**config.mk**
```make
export PLATFORM = sky130hd
export DESIGN_NAME = mem_port_arbiter
export DESIGN_NICKNAME = d
export VERILOG_FILES = /design/src/rtl/mem_port_arbiter.sv
export SDC_FILE = /design/constraint.sdc
export NUM_CORES = 1
export LEC_CHECK = 0
export ABC_CLOCK_PERIOD_IN_PS = 5400
export BUFFER_PORTS_ARGS = -buffer_cell sky130_fd_sc_hd__buf_2
export CORE_AREA = 2 2 121 123
export CTS_CLUSTER_DIAMETER = 80
export DETAILED_ROUTE_END_ITERATION = 12
export DIE_AREA = 0 0 123 125
export GPL_TIMING_DRIVEN = 0
export PLACE_DENSITY = 0.76
export SLEW_MARGIN = 20
export SYNTH_ARGS = -nofsm -noshare
export SYNTH_HDL_FRONTEND = slang
export SYNTH_SLANG_ARGS = --single-unit
```
**constraint.sdc**
```tcl
create_clock -name clk -period 5.4 [get_ports clk]
set_clock_uncertainty 0.2 [all_clocks]
set_input_delay 1.08 -clock clk [delete_from_list [all_inputs] [get_ports clk]]
set_output_delay 1.08 -clock clk [all_outputs]
set_load 0.01 [all_outputs]
```
**src/rtl/mem_port_arbiter.sv**
```systemverilog
// Two-requester front end for a single-outstanding memory port: arbitrates,
// captures the winning request, tracks the response with a timeout and drains late responses.
module mem_port_arbiter #(
   parameter int unsigned TIMEOUT    = 255,
   parameter bit          FIXED_PRIO = 1'b0
) (
   input  logic        clk,
   input  logic        rst,
   input  logic        p0_valid,
   input  logic [31:0] p0_addr,
   input  logic [31:0] p0_wdata,
   input  logic [3:0]  p0_wstrb,
   output logic        p0_ready,
   output logic [31:0] p0_rdata,
   output logic        p0_err,
   input  logic        p1_valid,
   input  logic [31:0] p1_addr,
   input  logic [31:0] p1_wdata,
   input  logic [3:0]  p1_wstrb,
   output logic        p1_ready,
   output logic [31:0] p1_rdata,
   output logic        p1_err,
   output logic        mem_req,
   input  logic        mem_gnt,
   output logic [31:0] mem_addr,
   output logic [31:0] mem_wdata,
   output logic [3:0]  mem_strb,
   output logic        mem_we,
   input  logic        mem_rvalid,
   input  logic [31:0] mem_rdata,
   output logic        proto_err
);

   typedef enum logic [2:0] {
      ST_IDLE,
      ST_REQ,
      ST_WAIT,
      ST_RESP,
      ST_DRAIN
   } state_t;

   localparam logic [16:0] TMO_LIMIT = 17'(TIMEOUT);

   state_t      state_reg;
   logic        last_grant_reg;
   logic        port_reg;
   logic [15:0] cnt_reg;
   logic        drain_reg;
   logic        proto_err_reg;
   logic        req_reg;
   logic        we_reg;
   logic [31:0] addr_reg;
   logic [31:0] wdata_reg;
   logic [3:0]  strb_reg;
   logic [1:0]  ready_reg;
   logic [1:0]  err_reg;
   logic [31:0] rdata_reg [2];

   logic [1:0]  valid;
   logic [31:0] addr_in  [2];
   logic [31:0] wdata_in [2];
   logic [3:0]  wstrb_in [2];
   logic        winner;
   logic        timeout_hit;

   assign valid       = {p1_valid, p0_valid};
   assign addr_in[0]  = p0_addr;
   assign addr_in[1]  = p1_addr;
   assign wdata_in[0] = p0_wdata;
   assign wdata_in[1] = p1_wdata;
   assign wstrb_in[0] = p0_wstrb;
   assign wstrb_in[1] = p1_wstrb;

   // On a conflict round-robin favours the port that did not win last time.
   always_comb begin
      winner = valid[1];
      if (valid[0] && valid[1]) begin
         winner = FIXED_PRIO ? 1'b0 : ~last_grant_reg;
      end
   end

   // Fires in the WAIT cycle whose increment would bring the counter to TIMEOUT.
   assign timeout_hit = (({1'b0, cnt_reg} + 17'd1) >= TMO_LIMIT);

   always_ff @(posedge clk) begin
      ready_reg    <= 2'b00;
      err_reg      <= 2'b00;
      rdata_reg[0] <= '0;
      rdata_reg[1] <= '0;
      if (rst) begin
         state_reg      <= ST_IDLE;
         last_grant_reg <= 1'b1;
         port_reg       <= 1'b0;
         cnt_reg        <= '0;
         drain_reg      <= 1'b0;
         proto_err_reg  <= 1'b0;
         req_reg        <= 1'b0;
         we_reg         <= 1'b0;
         addr_reg       <= '0;
         wdata_reg      <= '0;
         strb_reg       <= '0;
      end else begin
         case (state_reg)
            ST_IDLE: begin
               if (|valid) begin
                  port_reg       <= winner;
                  last_grant_reg <= winner;
                  addr_reg       <= addr_in[winner];
                  wdata_reg      <= wdata_in[winner];
                  strb_reg       <= (wstrb_in[winner] == 4'h0) ? 4'hF : wstrb_in[winner];
                  we_reg         <= |wstrb_in[winner];
                  req_reg        <= 1'b1;
                  state_reg      <= ST_REQ;
               end
            end
            ST_REQ: begin
               if (mem_gnt) begin
                  req_reg   <= 1'b0;
                  cnt_reg   <= '0;
                  state_reg <= ST_WAIT;
               end
            end
            ST_WAIT: begin
               if (mem_rvalid) begin
                  ready_reg[port_reg] <= 1'b1;
                  rdata_reg[port_reg] <= mem_rdata;
                  err_reg[port_reg]   <= 1'b0;
                  state_reg           <= ST_RESP;
               end else begin
                  if (cnt_reg != 16'hFFFF) begin
                     cnt_reg <= cnt_reg + 16'd1;
                  end
                  if (timeout_hit) begin
                     ready_reg[port_reg] <= 1'b1;
                     err_reg[port_reg]   <= 1'b1;
                     drain_reg           <= 1'b1;
                     state_reg           <= ST_RESP;
                  end
               end
            end
            ST_RESP: begin
               state_reg <= drain_reg ? ST_DRAIN : ST_IDLE;
            end
            ST_DRAIN: begin
               if (mem_rvalid) begin
                  drain_reg <= 1'b0;
                  state_reg <= ST_IDLE;
               end
            end
            default: begin
               state_reg <= ST_IDLE;
            end
         endcase

         if (mem_rvalid && (state_reg == ST_IDLE || state_reg == ST_REQ || state_reg == ST_RESP)) begin
            proto_err_reg <= 1'b1;
         end
      end
   end

   assign mem_req   = req_reg;
   assign mem_addr  = addr_reg;
   assign mem_wdata = wdata_reg;
   assign mem_strb  = strb_reg;
   assign mem_we    = we_reg;
   assign proto_err = proto_err_reg;
   assign p0_ready  = ready_reg[0];
   assign p1_ready  = ready_reg[1];
   assign p0_err    = err_reg[0];
   assign p1_err    = err_reg[1];
   assign p0_rdata  = rdata_reg[0];
   assign p1_rdata  = rdata_reg[1];

endmodule

```
==> impl_metrics.xml, run 1 <==
<?xml version="1.0" encoding="UTF-8"?>
<metrics>
  <group name="outcome">
    <metric name="outcome" unit="">completed</metric>
  </group>
  <group name="clock_tree">
    <metric name="clock-root-buffer" unit="">sky130_fd_sc_hd__clkbuf_16</metric>
    <metric name="clock_latency" unit="ps">430</metric>
    <metric name="cts.clk_slew.worst_paths" unit="ps">70</metric>
    <metric name="clock_sink_count" unit="">161</metric>
    <metric name="cts_resized" unit="">0</metric>
    <metric name="tritoncts_buffers" unit="">17</metric>
    <metric name="cts.repair_timing.setup_buffer_count" unit="">0</metric>
    <metric name="htree_levels" unit="">4</metric>
    <metric name="tritoncts_clock_tree" unit="">yes</metric>
    <metric name="post_cts_hold_buffer_count" unit="">0</metric>
    <metric name="cts_buffer_depth" unit="">2</metric>
  </group>
  <group name="synthesis">
    <metric name="ys_top_cells_by_area" unit="">sky130_fd_sc_hd__dfxtp_1 (50%), sky130_fd_sc_hd__mux2i_1 (11%), sky130_fd_sc_hd__a211oi_1 (8.2%)</metric>
    <metric name="synth.ff_latch_count" unit="">161</metric>
    <metric name="synth_edf_count" unit="">0</metric>
    <metric name="synthesis.instances" unit="">651</metric>
    <metric name="asyncSetResetFlopFracSynth" unit="">0</metric>
    <metric name="syn_area" unit="sq um">6467</metric>
    <metric name="share_of_the_synthesized_area_in_the_top_cell_type" unit="">0.4984</metric>
    <metric name="synth_cell_type_count" unit="">58</metric>
    <metric name="yosysWarningCount" unit="">0</metric>
    <metric name="synth_top_area_cell" unit="">sky130_fd_sc_hd__dfxtp_1</metric>
    <metric name="syn-num-nets" unit="">827</metric>
    <metric name="synth_ff_type" unit="">sky130_fd_sc_hd__dfxtp_1</metric>
    <metric name="avgSynthCellArea" unit="sq um">9.935</metric>
    <metric name="ys_seq_area_frac" unit="">0.4984</metric>
  </group>
  <group name="power">
    <metric name="max-vdd-ir-drop" unit="uV">246.1</metric>
    <metric name="post-layout-total-power" unit="mW">3.089</metric>
    <metric name="powerDensity" unit="nW/um^2">347.9</metric>
    <metric name="static-leakage-power" unit="nW">4.167</metric>
  </group>
  <group name="global_routing">
    <metric name="overall_fraction_of_global_route_tracks_in_use" unit="">0.2493</metric>
    <metric name="grt_max_degree" unit="">19</metric>
    <metric name="initial_antenna_violation_count" unit="">2</metric>
    <metric name="grt-ovfl-total" unit="">0</metric>
    <metric name="first_global_vias" unit="">5852</metric>
    <metric name="grt_pass1_wl" unit="um">29840</metric>
  </group>
  <group name="cells_and_area">
    <metric name="flow.area_growth_from_synthesis" unit="%">37.30</metric>
    <metric name="final_layout_size_suffix_gt1_frac" unit="">0.4024</metric>
    <metric name="commonest_cells_after_routing_fill_and_taps_aside" unit="">sky130_fd_sc_hd__buf_2 (334), sky130_fd_sc_hd__dfxtp_1 (161), sky130_fd_sc_hd__nor2_1 (83)</metric>
    <metric name="largest_reg_flops" unit="">64</metric>
    <metric name="design.final.nets" unit="">1157</metric>
    <metric name="final_util" unit="">0.6252</metric>
    <metric name="final_common_cell" unit="">sky130_fd_sc_hd__buf_2</metric>
    <metric name="total_of_fill_cells_in_the_finished_design" unit="">1210</metric>
  </group>
  <group name="timing">
    <metric name="fmax" unit="MHz">369.4</metric>
    <metric name="hold_viol" unit="">0</metric>
    <metric name="setup_total_negative_slack" unit="ps">0</metric>
    <metric name="final_max_slew_viol_count" unit="">0</metric>
    <metric name="timing.final.crit_period" unit="ps">2707</metric>
    <metric name="setup_repair_after_global_routing_missed_its_margin" unit="">no</metric>
    <metric name="slew-limit-headroom" unit="">0.5971</metric>
    <metric name="max_slew.worst_pin.slew" unit="ps">589.1</metric>
    <metric name="finalSetupViolCount" unit="">0</metric>
    <metric name="min_period_over_period" unit="">0.5014</metric>
  </group>
  <group name="setup_path">
    <metric name="crit_path_end_kind" unit="">flip-flop</metric>
    <metric name="worstSetupPathDepth" unit="">7</metric>
    <metric name="critical_path_peak_fanout" unit="">10</metric>
    <metric name="start_kind" unit="">input port</metric>
    <metric name="cp_slowest_stage_delay" unit="ps">410</metric>
    <metric name="critical-path-slowest-cell" unit="">sky130_fd_sc_hd__buf_2</metric>
    <metric name="critPathMostFrequentCell" unit="">sky130_fd_sc_hd__buf_2</metric>
    <metric name="worstPathBufferInverterCount" unit="">4</metric>
    <metric name="timing.reg2reg.worst_path_depth" unit="">7</metric>
    <metric name="path_cells" unit="">buf_2 -&gt; a21boi_0 -&gt; buf_2 -&gt; buf_4 -&gt; buf_2 -&gt; mux2i_1 -&gt; a211oi_1</metric>
    <metric name="setup.worst_path.class" unit="">input port to flip-flop</metric>
    <metric name="crit_family" unit="">buffers and inverters</metric>
    <metric name="data_required_critical_path" unit="ps">5500</metric>
    <metric name="worstPathArrival" unit="ps">2800</metric>
  </group>
  <group name="floorplanning">
    <metric name="floorplan.die.width" unit="um">123</metric>
    <metric name="core_region_area" unit="sq um">14200</metric>
    <metric name="placementRows" unit="">44</metric>
    <metric name="area_enclosed_by_the_die_boundary" unit="sq um">15380</metric>
    <metric name="ioPinCount" unit="">313</metric>
    <metric name="die_y" unit="um">125</metric>
    <metric name="floorplan.initialDensity" unit="">0.4553</metric>
  </group>
  <group name="route">
    <metric name="antenna_violating_nets_post_route" unit="">0</metric>
    <metric name="drt_pre_antenna_iters" unit="">7</metric>
    <metric name="routed-wl-met3" unit="um">1851</metric>
    <metric name="wl_per_cell" unit="um">16.69</metric>
    <metric name="drt-initial-drc-count" unit="">276</metric>
    <metric name="dr.max_layer_used" unit="">met4</metric>
    <metric name="routed-via-count" unit="">6053</metric>
    <metric name="drt-met1-wl" unit="um">7874</metric>
    <metric name="drc_errors" unit="">0</metric>
    <metric name="route.detailed.vias_per_inst" unit="">5.130</metric>
    <metric name="wl_met2" unit="um">9561</metric>
    <metric name="finalWirelength" unit="um">19690</metric>
  </group>
  <group name="min_path">
    <metric name="worst_hold_path_type" unit="">flip-flop to flip-flop</metric>
    <metric name="holdPathStages" unit="">2</metric>
  </group>
  <group name="placed_design">
    <metric name="gp_congestion" unit="">0.8787</metric>
    <metric name="io_buffers" unit="">311</metric>
    <metric name="detailedPlacementHpwl" unit="um">15140</metric>
  </group>
  <group name="flow_run">
    <metric name="maxCapViolCount" unit="">0</metric>
  </group>
</metrics>
## routing by layer
metal	vias up	track usage
met3	29	0.09717
met1	2793	0.2875
met5	-	0
met2	234	0.4218
li1	2997	-
met4	0	0.07888
## where the power goes
part	total, mW	internal (mW)	leakage, nW	switching, mW
registers	1.32	1.28	1.32	0.0428
logic	0.527	0.224	2.55	0.303
clock network	1.24	0.683	0.306	0.559
total	3.09	2.18	4.17	0.905
## cell families after synthesis
| family | after synthesis | share of synthesized area |
|---|---|---|
| xor gates and xnor gates | 2 | 0.002709 |
| muxes | 71 | 0.1099 |
| AOI/OAI and AO/OA | 134 | 0.1559 |
| and+or+nand+nor | 222 | 0.1846 |
| adders and majority gates | 2 | 0.003869 |
| DFF | 161 | 0.4984 |
| buffers and inverters | 59 | 0.04469 |
## stage by stage
| stage | cells | hold WS, ps | cell area, sq um | worst slack (ps) |
|---|---|---|---|---|
| CTS | 1178 | 281.6 | 8875 | 2730 |
| floorplan | 651 | 267.2 | 6467 | 2663 |
| global route | 1180 | 310.7 | 8880 | 2616 |
| finish | 1180 | 285.9 | 8880 | 2693 |
| global placement | 1146 | 262.7 | 8254 | 2273 |
| detailed placement | 1146 | 266.8 | 8254 | 2278 |
## worst reg2reg max path, delay by kind of cell, from the launching register on
family          cells  cell delay, ps
compound gates      3             600
buf+inv             1             210
fa+ha+maj           1             300
simple gates        2             560
flops               1             460
## cell usage after synthesis, types with 2 or more instances
cell	instances
sky130_fd_sc_hd__nor4_1	3
sky130_fd_sc_hd__or3_1	4
sky130_fd_sc_hd__and2_1	65
sky130_fd_sc_hd__inv_1	5
sky130_fd_sc_hd__nor3_1	10
sky130_fd_sc_hd__nand3_1	16
sky130_fd_sc_hd__nand2_1	11
sky130_fd_sc_hd__ha_1	2
sky130_fd_sc_hd__nand3_2	2
sky130_fd_sc_hd__or4_1	3
sky130_fd_sc_hd__nand4_1	4
sky130_fd_sc_hd__dfxtp_1	161
sky130_fd_sc_hd__buf_4	6
sky130_fd_sc_hd__a41oi_1	2
sky130_fd_sc_hd__or4_4	2
sky130_fd_sc_hd__nor2_1	83
sky130_fd_sc_hd__a211oi_1	71
sky130_fd_sc_hd__nand2b_1	4
sky130_fd_sc_hd__a31oi_1	7
sky130_fd_sc_hd__a22oi_2	2
sky130_fd_sc_hd__o21a_1	3
sky130_fd_sc_hd__buf_2	23
sky130_fd_sc_hd__a21oi_1	17
sky130_fd_sc_hd__a311oi_2	4
sky130_fd_sc_hd__and3_1	3
sky130_fd_sc_hd__a2111oi_0	2
sky130_fd_sc_hd__a311oi_1	4
sky130_fd_sc_hd__buf_6	2
sky130_fd_sc_hd__clkbuf_1	22
sky130_fd_sc_hd__mux2i_1	71
sky130_fd_sc_hd__o21ai_0	10
## path summary, 6_finish.rpt
| kind | slack, ps | end | start |
|---|---|---|---|
| hold / removal | 290 | mem_req | mem_req |
| setup reg to reg | 2990 | err_reg[1] | cnt_reg[0] |
| hold reg to reg | 290 | mem_req | mem_req |
| setup / recovery | 2690 | mem_addr[30] | p1_valid |
## final cells by class
class,instances,area [sq um],share of cell area
Buffer,54,270.3,0.03044
Clock buffer,18,439.2,0.04946
Multi-Input combinational cell,431,2955,0.3328
Tap cell,184,230.2,0.02593
Sequential cell,161,3223,0.3630
Timing Repair Buffer,311,1556,0.1753
Clock inverter,14,181.4,0.02043
Inverter,5,18.77,0.002114
Antenna cell,2,5.005,0.0005636
No activity file was read; power rests on OpenSTA's default activity.
==> run 2, diff against run 1 <==
--- a/config.mk
+++ b/config.mk
@@ -5,12 +5,11 @@
 export SDC_FILE = /design/constraint.sdc
 export NUM_CORES = 1
 export LEC_CHECK = 0
-export ABC_CLOCK_PERIOD_IN_PS = 5400
+export ABC_CLOCK_PERIOD_IN_PS = 2600
 export BUFFER_PORTS_ARGS = -buffer_cell sky130_fd_sc_hd__buf_2
-export CORE_AREA = 2 2 121 123
+export CORE_UTILIZATION = 46
 export CTS_CLUSTER_DIAMETER = 80
 export DETAILED_ROUTE_END_ITERATION = 12
-export DIE_AREA = 0 0 123 125
 export GPL_TIMING_DRIVEN = 0
 export PLACE_DENSITY = 0.76
 export SLEW_MARGIN = 20
==> constraint.sdc (replaced) <==
create_clock -name clk -period 2.6 [get_ports clk]
set_clock_uncertainty 0.2 [all_clocks]
set_input_delay 0.52 -clock clk [delete_from_list [all_inputs] [get_ports clk]]
set_output_delay 0.52 -clock clk [all_outputs]
set_load 0.01 [all_outputs]
==> impl_metrics.xml, run 2 (synthesis gave the netlist of run 1 again) <==
<?xml version="1.0" encoding="UTF-8"?>
<metrics>
  <group name="power">
    <metric name="power.share.switching" unit="">0.2784</metric>
    <metric name="power_frac_seq" unit="">0.425</metric>
    <metric name="internal_power" unit="mW">4.660</metric>
    <metric name="post-layout-total-power" unit="mW">6.458</metric>
    <metric name="comb_power_share" unit="">0.170</metric>
    <metric name="static-leakage-power" unit="nW">4.161</metric>
    <metric name="max-vdd-ir-drop" unit="uV">565.7</metric>
    <metric name="powerDensity" unit="nW/um^2">727.2</metric>
    <metric name="power.share.clock" unit="">0.405</metric>
    <metric name="netSwitchingPower" unit="mW">1.798</metric>
  </group>
  <group name="cells_and_area">
    <metric name="final_layout_size_suffix_gt1_frac" unit="">0.4034</metric>
    <metric name="flow.area_growth_from_synthesis" unit="%">37.32</metric>
    <metric name="design.final.nets" unit="">1157</metric>
    <metric name="largest_reg_flops" unit="">64</metric>
    <metric name="final_util" unit="">0.6602</metric>
    <metric name="final_common_cell" unit="">sky130_fd_sc_hd__buf_2</metric>
    <metric name="final_cell_area" unit="sq um">8881</metric>
    <metric name="total_of_fill_cells_in_the_finished_design" unit="">1138</metric>
    <metric name="commonest_cells_after_routing_fill_and_taps_aside" unit="">sky130_fd_sc_hd__buf_2 (334), sky130_fd_sc_hd__dfxtp_1 (161), sky130_fd_sc_hd__nor2_1 (83)</metric>
  </group>
  <group name="clock_tree">
    <metric name="cts_buffer_depth" unit="">2</metric>
    <metric name="clock-root-buffer" unit="">sky130_fd_sc_hd__clkbuf_16</metric>
    <metric name="htree_levels" unit="">4</metric>
    <metric name="clock_sink_count" unit="">161</metric>
    <metric name="cts.clk_slew.worst_paths" unit="ps">60</metric>
    <metric name="cts.repair_timing.setup_buffer_count" unit="">0</metric>
    <metric name="tritoncts_clock_tree" unit="">yes</metric>
    <metric name="tritoncts_buffers" unit="">17</metric>
    <metric name="clock_latency" unit="ps">430</metric>
    <metric name="post_cts_hold_buffer_count" unit="">0</metric>
  </group>
  <group name="flow_run">
    <metric name="maxCapViolCount" unit="">0</metric>
  </group>
  <group name="timing">
    <metric name="max_slew.worst_pin.slew" unit="ps">617.2</metric>
    <metric name="timing.final.crit_period" unit="ps">2458</metric>
    <metric name="final_max_slew_viol_count" unit="">0</metric>
    <metric name="setup_total_negative_slack" unit="ps">0</metric>
    <metric name="min_period_over_period" unit="">0.9456</metric>
    <metric name="fmax" unit="MHz">406.8</metric>
    <metric name="slew-limit-headroom" unit="">0.5842</metric>
    <metric name="postLayoutSetupSlackWorst" unit="ps">141.5</metric>
    <metric name="hold_viol" unit="">0</metric>
    <metric name="setup_repair_after_global_routing_missed_its_margin" unit="">no</metric>
    <metric name="finalSetupViolCount" unit="">0</metric>
  </group>
  <group name="setup_path">
    <metric name="path_cells" unit="">ha_1 -&gt; nand3_2 -&gt; buf_2 -&gt; or4_4 -&gt; a22oi_2 -&gt; a21oi_2 -&gt; a211oi_1</metric>
    <metric name="crit_family" unit="">compound AO/OA/AOI/OAI gates</metric>
    <metric name="crit_path_end_kind" unit="">flip-flop</metric>
    <metric name="timing.reg2reg.worst_path_depth" unit="">7</metric>
    <metric name="worstPathBufferInverterCount" unit="">1</metric>
    <metric name="critical_path_peak_fanout" unit="">10</metric>
    <metric name="worstPathArrival" unit="ps">2590</metric>
    <metric name="critical-path-slowest-cell" unit="">sky130_fd_sc_hd__dfxtp_1</metric>
    <metric name="startpoint_of_the_lowest_slack_register_to_register_path" unit="">cnt_reg[0]</metric>
    <metric name="cp_slowest_stage_delay" unit="ps">460</metric>
    <metric name="start_kind" unit="">flip-flop</metric>
    <metric name="setup.worst_path.class" unit="">flip-flop to flip-flop</metric>
    <metric name="regToRegSetupSlack" unit="ps">140</metric>
    <metric name="data_required_critical_path" unit="ps">2730</metric>
    <metric name="crit-reg2reg-capture" unit="">err_reg[1]</metric>
  </group>
  <group name="route">
    <metric name="wl_per_cell" unit="um">16.64</metric>
    <metric name="antenna_violating_nets_post_route" unit="">0</metric>
    <metric name="routed-via-count" unit="">6078</metric>
    <metric name="routed-wl-met3" unit="um">1536</metric>
    <metric name="finalWirelength" unit="um">19550</metric>
    <metric name="drc_errors" unit="">0</metric>
    <metric name="drt_pre_antenna_iters" unit="">4</metric>
    <metric name="drt-met1-wl" unit="um">7946</metric>
    <metric name="drt-initial-drc-count" unit="">370</metric>
    <metric name="wl_met2" unit="um">9679</metric>
    <metric name="route.detailed.vias_per_inst" unit="">5.173</metric>
    <metric name="dr.max_layer_used" unit="">met5</metric>
  </group>
  <group name="floorplanning">
    <metric name="die_y" unit="um">120.6</metric>
    <metric name="floorplan.die.width" unit="um">120.6</metric>
    <metric name="placementRows" unit="">42</metric>
    <metric name="area_enclosed_by_the_die_boundary" unit="sq um">14540</metric>
    <metric name="core_region_area" unit="sq um">13450</metric>
    <metric name="ioPinCount" unit="">313</metric>
    <metric name="floorplan.initialDensity" unit="">0.4807</metric>
  </group>
  <group name="global_routing">
    <metric name="first_global_vias" unit="">5840</metric>
    <metric name="grt_pass1_wl" unit="um">29700</metric>
    <metric name="overall_fraction_of_global_route_tracks_in_use" unit="">0.2671</metric>
    <metric name="grt-ovfl-total" unit="">0</metric>
    <metric name="grt_max_degree" unit="">17</metric>
    <metric name="initial_antenna_violation_count" unit="">5</metric>
  </group>
  <group name="outcome">
    <metric name="outcome" unit="">completed</metric>
  </group>
  <group name="min_path">
    <metric name="worst_hold_path_type" unit="">input port to flip-flop</metric>
    <metric name="holdCritStartpoint" unit="">mem_rdata[21]</metric>
    <metric name="holdPathEnd" unit="">rdata_reg[0][21]</metric>
    <metric name="holdPathStages" unit="">2</metric>
  </group>
  <group name="placed_design">
    <metric name="placement.setup.worst_slack" unit="ps">77.45</metric>
    <metric name="io_buffers" unit="">311</metric>
    <metric name="detailedPlacementHpwl" unit="um">14990</metric>
    <metric name="gp_congestion" unit="">0.9024</metric>
    <metric name="placedInstanceArea" unit="sq um">8244</metric>
  </group>
</metrics>
-- run 2: cell count changes in the layout (fill, tap and decap cells not counted), sizes merged --
| cell | change |
|---|---|
| diode | +3 |
| bufinv | +2 |
| clkinvlp | +2 |
| inv | -2 |
| clkbuf | -1 |
| clkinv | -1 |
-- run 2: worst max path at each step --
| stage | start | end | slack, ps | depth (start not counted) |
|---|---|---|---|---|
| floorplan | mem_rvalid | cnt_reg[14] | 420 | 6 |
| global placement | mem_rvalid | cnt_reg[13] | 80 | 6 |
| detailed placement | p1_valid | mem_addr[24] | 80 | 7 |
| CTS | cnt_reg[0] | err_reg[1] | 140 | 7 |
| global route | cnt_reg[0] | err_reg[1] | 9 | 7 |
| finish | cnt_reg[0] | err_reg[1] | 140 | 7 |
-- run 2: layer usage --
metal / track usage / up-vias
li1: - / 3000
met2: 0.4583 / 244
met5: 0 / -
met1: 0.3090 / 2805
met4: 0.1196 / 2
met3: 0.07406 / 27
-- run 2: final cells by class --
| cell class | instances | area, sq um | area share |
|---|---|---|---|
| sequential | 161 | 3223 | 0.3629 |
| multi-input combinational | 431 | 2960 | 0.3333 |
| timing repair buffer | 311 | 1556 | 0.1753 |
| clock inverter | 15 | 193.9 | 0.02184 |
| inverter | 5 | 18.77 | 0.002113 |
| clock buffer | 17 | 425.4 | 0.04790 |
| buffer | 54 | 270.3 | 0.03043 |
| antenna | 5 | 12.51 | 0.001409 |
| tap | 176 | 220.2 | 0.02480 |
-- run 2: through the flow --
stage / hold slack (ps) / instances
after floorplan: 267.2 / 651
after global placement: 258.7 / 1138
after detailed placement: 257.2 / 1138
after CTS: 89.62 / 1170
after global routing: 97.00 / 1174
final: 99.00 / 1175
-- run 2: worst register-to-register path, delay by kind of cell (launching register included) --
kind / cells / cell delay (ps)
AOI/OAI and AO/OA: 3 / 650
adders and majority gates: 1 / 300
buffers and inverters: 1 / 200
DFF: 1 / 460
and+or+nand+nor: 2 / 560
-- run 2: power by group through the flow --
stage / sequential (mW) / clock (mW) / combinational (mW)
after floorplan: 2.88 / 0 / 0.530
after global placement: 2.79 / 0 / 1.08
after detailed placement: 2.80 / 0 / 1.09
after CTS: 2.74 / 2.62 / 1.10
after global routing: 2.76 / 2.72 / 1.21
final: 2.75 / 2.62 / 1.10
-- run 2: repair_timing --
action,4_1_cts,5_1_grt
hold endpoints to repair,0,0
resized for setup,0,1
endpoints found under the setup margin,0,1
==> run 3, diff against run 2 <==
--- a/config.mk
+++ b/config.mk
@@ -11,8 +11,9 @@
 export CTS_CLUSTER_DIAMETER = 80
 export DETAILED_ROUTE_END_ITERATION = 12
 export GPL_TIMING_DRIVEN = 0
-export PLACE_DENSITY = 0.76
+export PLACE_DENSITY = 0.92
 export SLEW_MARGIN = 20
 export SYNTH_ARGS = -nofsm -noshare
 export SYNTH_HDL_FRONTEND = slang
 export SYNTH_SLANG_ARGS = --single-unit
+export TNS_END_PERCENT = 30
==> impl_metrics.xml, run 3 (synthesis gave the netlist of run 1 again) <==
<?xml version="1.0" encoding="UTF-8"?>
<metrics>
  <group name="timing">
    <metric name="max_slew.worst_pin.slew" unit="ps">702.8</metric>
    <metric name="setup_repair_after_global_routing_missed_its_margin" unit="">no</metric>
    <metric name="timing.final.crit_period" unit="ps">2457</metric>
    <metric name="final_max_slew_viol_count" unit="">0</metric>
    <metric name="finalSetupViolCount" unit="">0</metric>
    <metric name="min_period_over_period" unit="">0.9448</metric>
    <metric name="fmax" unit="MHz">407.1</metric>
    <metric name="setup_total_negative_slack" unit="ps">0</metric>
    <metric name="hold_viol" unit="">0</metric>
    <metric name="slew-limit-headroom" unit="">0.5265</metric>
  </group>
  <group name="cells_and_area">
    <metric name="design.final.nets" unit="">1157</metric>
    <metric name="commonest_cells_after_routing_fill_and_taps_aside" unit="">sky130_fd_sc_hd__buf_2 (334), sky130_fd_sc_hd__dfxtp_1 (161), sky130_fd_sc_hd__nor2_1 (83)</metric>
    <metric name="final_layout_size_suffix_gt1_frac" unit="">0.4034</metric>
    <metric name="final_util" unit="">0.6556</metric>
    <metric name="total_of_fill_cells_in_the_finished_design" unit="">1061</metric>
    <metric name="register_area" unit="sq um">3223</metric>
    <metric name="layout.cells.non_filler" unit="">1172</metric>
    <metric name="multi_input_gate_area_in_the_final_layout" unit="sq um">2958</metric>
    <metric name="final_common_cell" unit="">sky130_fd_sc_hd__buf_2</metric>
    <metric name="flow.area_growth_from_synthesis" unit="%">36.37</metric>
    <metric name="largest_reg_flops" unit="">64</metric>
  </group>
  <group name="power">
    <metric name="powerDensity" unit="nW/um^2">707.3</metric>
    <metric name="static-leakage-power" unit="nW">4.134</metric>
    <metric name="max-vdd-ir-drop" unit="uV">532.4</metric>
  </group>
  <group name="route">
    <metric name="route.detailed.vias_per_inst" unit="">5.327</metric>
    <metric name="finalWirelength" unit="um">19860</metric>
    <metric name="drc_errors" unit="">0</metric>
    <metric name="wl_per_cell" unit="um">16.95</metric>
    <metric name="drt-initial-drc-count" unit="">353</metric>
    <metric name="antenna_violating_nets_post_route" unit="">0</metric>
    <metric name="routed-via-count" unit="">6243</metric>
    <metric name="drt_pre_antenna_iters" unit="">5</metric>
  </group>
  <group name="setup_path">
    <metric name="regToRegSetupSlack" unit="ps">140</metric>
    <metric name="crit_family" unit="">compound AO/OA/AOI/OAI gates</metric>
    <metric name="worstPathBufferInverterCount" unit="">1</metric>
    <metric name="crit_path_end_kind" unit="">flip-flop</metric>
    <metric name="worstSetupStartpoint" unit="">cnt_reg[0]</metric>
    <metric name="worstSetupPathDepth" unit="">7</metric>
    <metric name="critical_path_peak_fanout" unit="">10</metric>
    <metric name="path_cells" unit="">ha_2 -&gt; nand3_2 -&gt; buf_2 -&gt; or4_4 -&gt; a22oi_2 -&gt; a21oi_2 -&gt; a211oi_1</metric>
    <metric name="worstPathArrival" unit="ps">2590</metric>
    <metric name="critical-path-slowest-cell" unit="">sky130_fd_sc_hd__dfxtp_1</metric>
    <metric name="crit-reg2reg-capture" unit="">err_reg[0]</metric>
    <metric name="startpoint_of_the_lowest_slack_register_to_register_path" unit="">cnt_reg[0]</metric>
    <metric name="cp_slowest_stage_delay" unit="ps">470</metric>
    <metric name="data_required_critical_path" unit="ps">2730</metric>
    <metric name="start_kind" unit="">flip-flop</metric>
    <metric name="setup.worst_path.class" unit="">flip-flop to flip-flop</metric>
    <metric name="timing.reg2reg.worst_path_depth" unit="">7</metric>
    <metric name="critPathCapture" unit="">err_reg[0]</metric>
  </group>
  <group name="global_routing">
    <metric name="grt_pass1_wl" unit="um">29990</metric>
    <metric name="initial_antenna_violation_count" unit="">2</metric>
    <metric name="grt_max_degree" unit="">18</metric>
    <metric name="first_global_vias" unit="">6015</metric>
    <metric name="overall_fraction_of_global_route_tracks_in_use" unit="">0.2683</metric>
    <metric name="global_route.usage.met1" unit="">0.2917</metric>
    <metric name="grt-ovfl-total" unit="">0</metric>
    <metric name="top_usage_layer" unit="">met2</metric>
    <metric name="global_route.usage.met3" unit="">0.08632</metric>
    <metric name="met2_use_gr" unit="">0.4759</metric>
  </group>
  <group name="clock_tree">
    <metric name="post_cts_hold_buffer_count" unit="">0</metric>
    <metric name="cts.clk_slew.worst_paths" unit="ps">70</metric>
    <metric name="cts_resized" unit="">0</metric>
    <metric name="clock_latency" unit="ps">430</metric>
    <metric name="clock-root-buffer" unit="">sky130_fd_sc_hd__clkbuf_16</metric>
    <metric name="cts.repair_timing.setup_buffer_count" unit="">0</metric>
    <metric name="htree_levels" unit="">4</metric>
    <metric name="tritoncts_buffers" unit="">17</metric>
    <metric name="clock_sink_count" unit="">161</metric>
    <metric name="cts_buffer_depth" unit="">2</metric>
    <metric name="tritoncts_clock_tree" unit="">yes</metric>
  </group>
  <group name="floorplanning">
    <metric name="floorplan.die.width" unit="um">120.6</metric>
    <metric name="placementRows" unit="">42</metric>
    <metric name="floorplan.initialDensity" unit="">0.4807</metric>
    <metric name="ioPinCount" unit="">313</metric>
    <metric name="area_enclosed_by_the_die_boundary" unit="sq um">14540</metric>
    <metric name="die_y" unit="um">120.6</metric>
    <metric name="core_region_area" unit="sq um">13450</metric>
  </group>
  <group name="placed_design">
    <metric name="gp_congestion" unit="">0.8773</metric>
    <metric name="io_buffers" unit="">311</metric>
    <metric name="numPlacedInstances" unit="">1138</metric>
    <metric name="detailedPlacementHpwl" unit="um">15180</metric>
  </group>
  <group name="flow_run">
    <metric name="maxCapViolCount" unit="">0</metric>
  </group>
  <group name="outcome">
    <metric name="outcome" unit="">completed</metric>
  </group>
  <group name="min_path">
    <metric name="worst_hold_path_type" unit="">input port to flip-flop</metric>
    <metric name="holdPathStages" unit="">2</metric>
  </group>
</metrics>
run 3: changes by cell type in the layout (fill, tap and decap cells not counted), sizes merged:
cell / change
clkinv: +1
diode: -3
inv: +2
bufinv: -3
run 3: worst min path at each step:
| stage | startpoint | endpoint |
|---|---|---|
| 2_1_floorplan | port_reg | ready_reg[1] |
| 3_3_place_gp | proto_err | proto_err |
| 3_5_place_dp | proto_err | proto_err |
| 4_1_cts | mem_rdata[26] | rdata_reg[1][26] |
| 5_1_grt | mem_rdata[10] | rdata_reg[0][10] |
| 6_report | mem_rdata[30] | rdata_reg[1][30] |
run 3: metal layers:
metal | routed length, um | vias to the layer above
li1 | - | 2997
met2 | 9884 | 307
met4 | 559 | 0
met5 | 0 | -
met1 | 7679 | 2902
met3 | 1740 | 37
run 3: layout make-up:
class,instances,area share
inverter,5,0.002128
clock buffer,17,0.04823
buffer,54,0.03064
antenna,2,0.0005675
clock inverter,15,0.01617
timing repair buffer,311,0.1765
sequential,161,0.3654
multi-input combinational,431,0.3354
tap,176,0.02497
run 3: through the flow:
step	hold WS, ps	setup WS (ps)	area, sq um	power, mW
4_1_cts	88.03	99.84	8812	6.265
5_1_grt	92.40	19.82	8820	6.485
3_5_place_dp	253.4	77.22	8244	3.894
2_1_floorplan	267.2	423.1	6467	3.409
6_report	104.2	143.4	8820	6.238
3_3_place_gp	253.0	127.8	8244	3.854
run 3: power by group:
part | switching (mW) | internal (mW) | total, mW | leakage, nW
Sequential | 0.100 | 2.65 | 2.75 | 1.32
Clock | 1.11 | 1.27 | 2.39 | 0.276
Combinational | 0.633 | 0.465 | 1.10 | 2.54
Total | 1.85 | 4.39 | 6.24 | 4.13
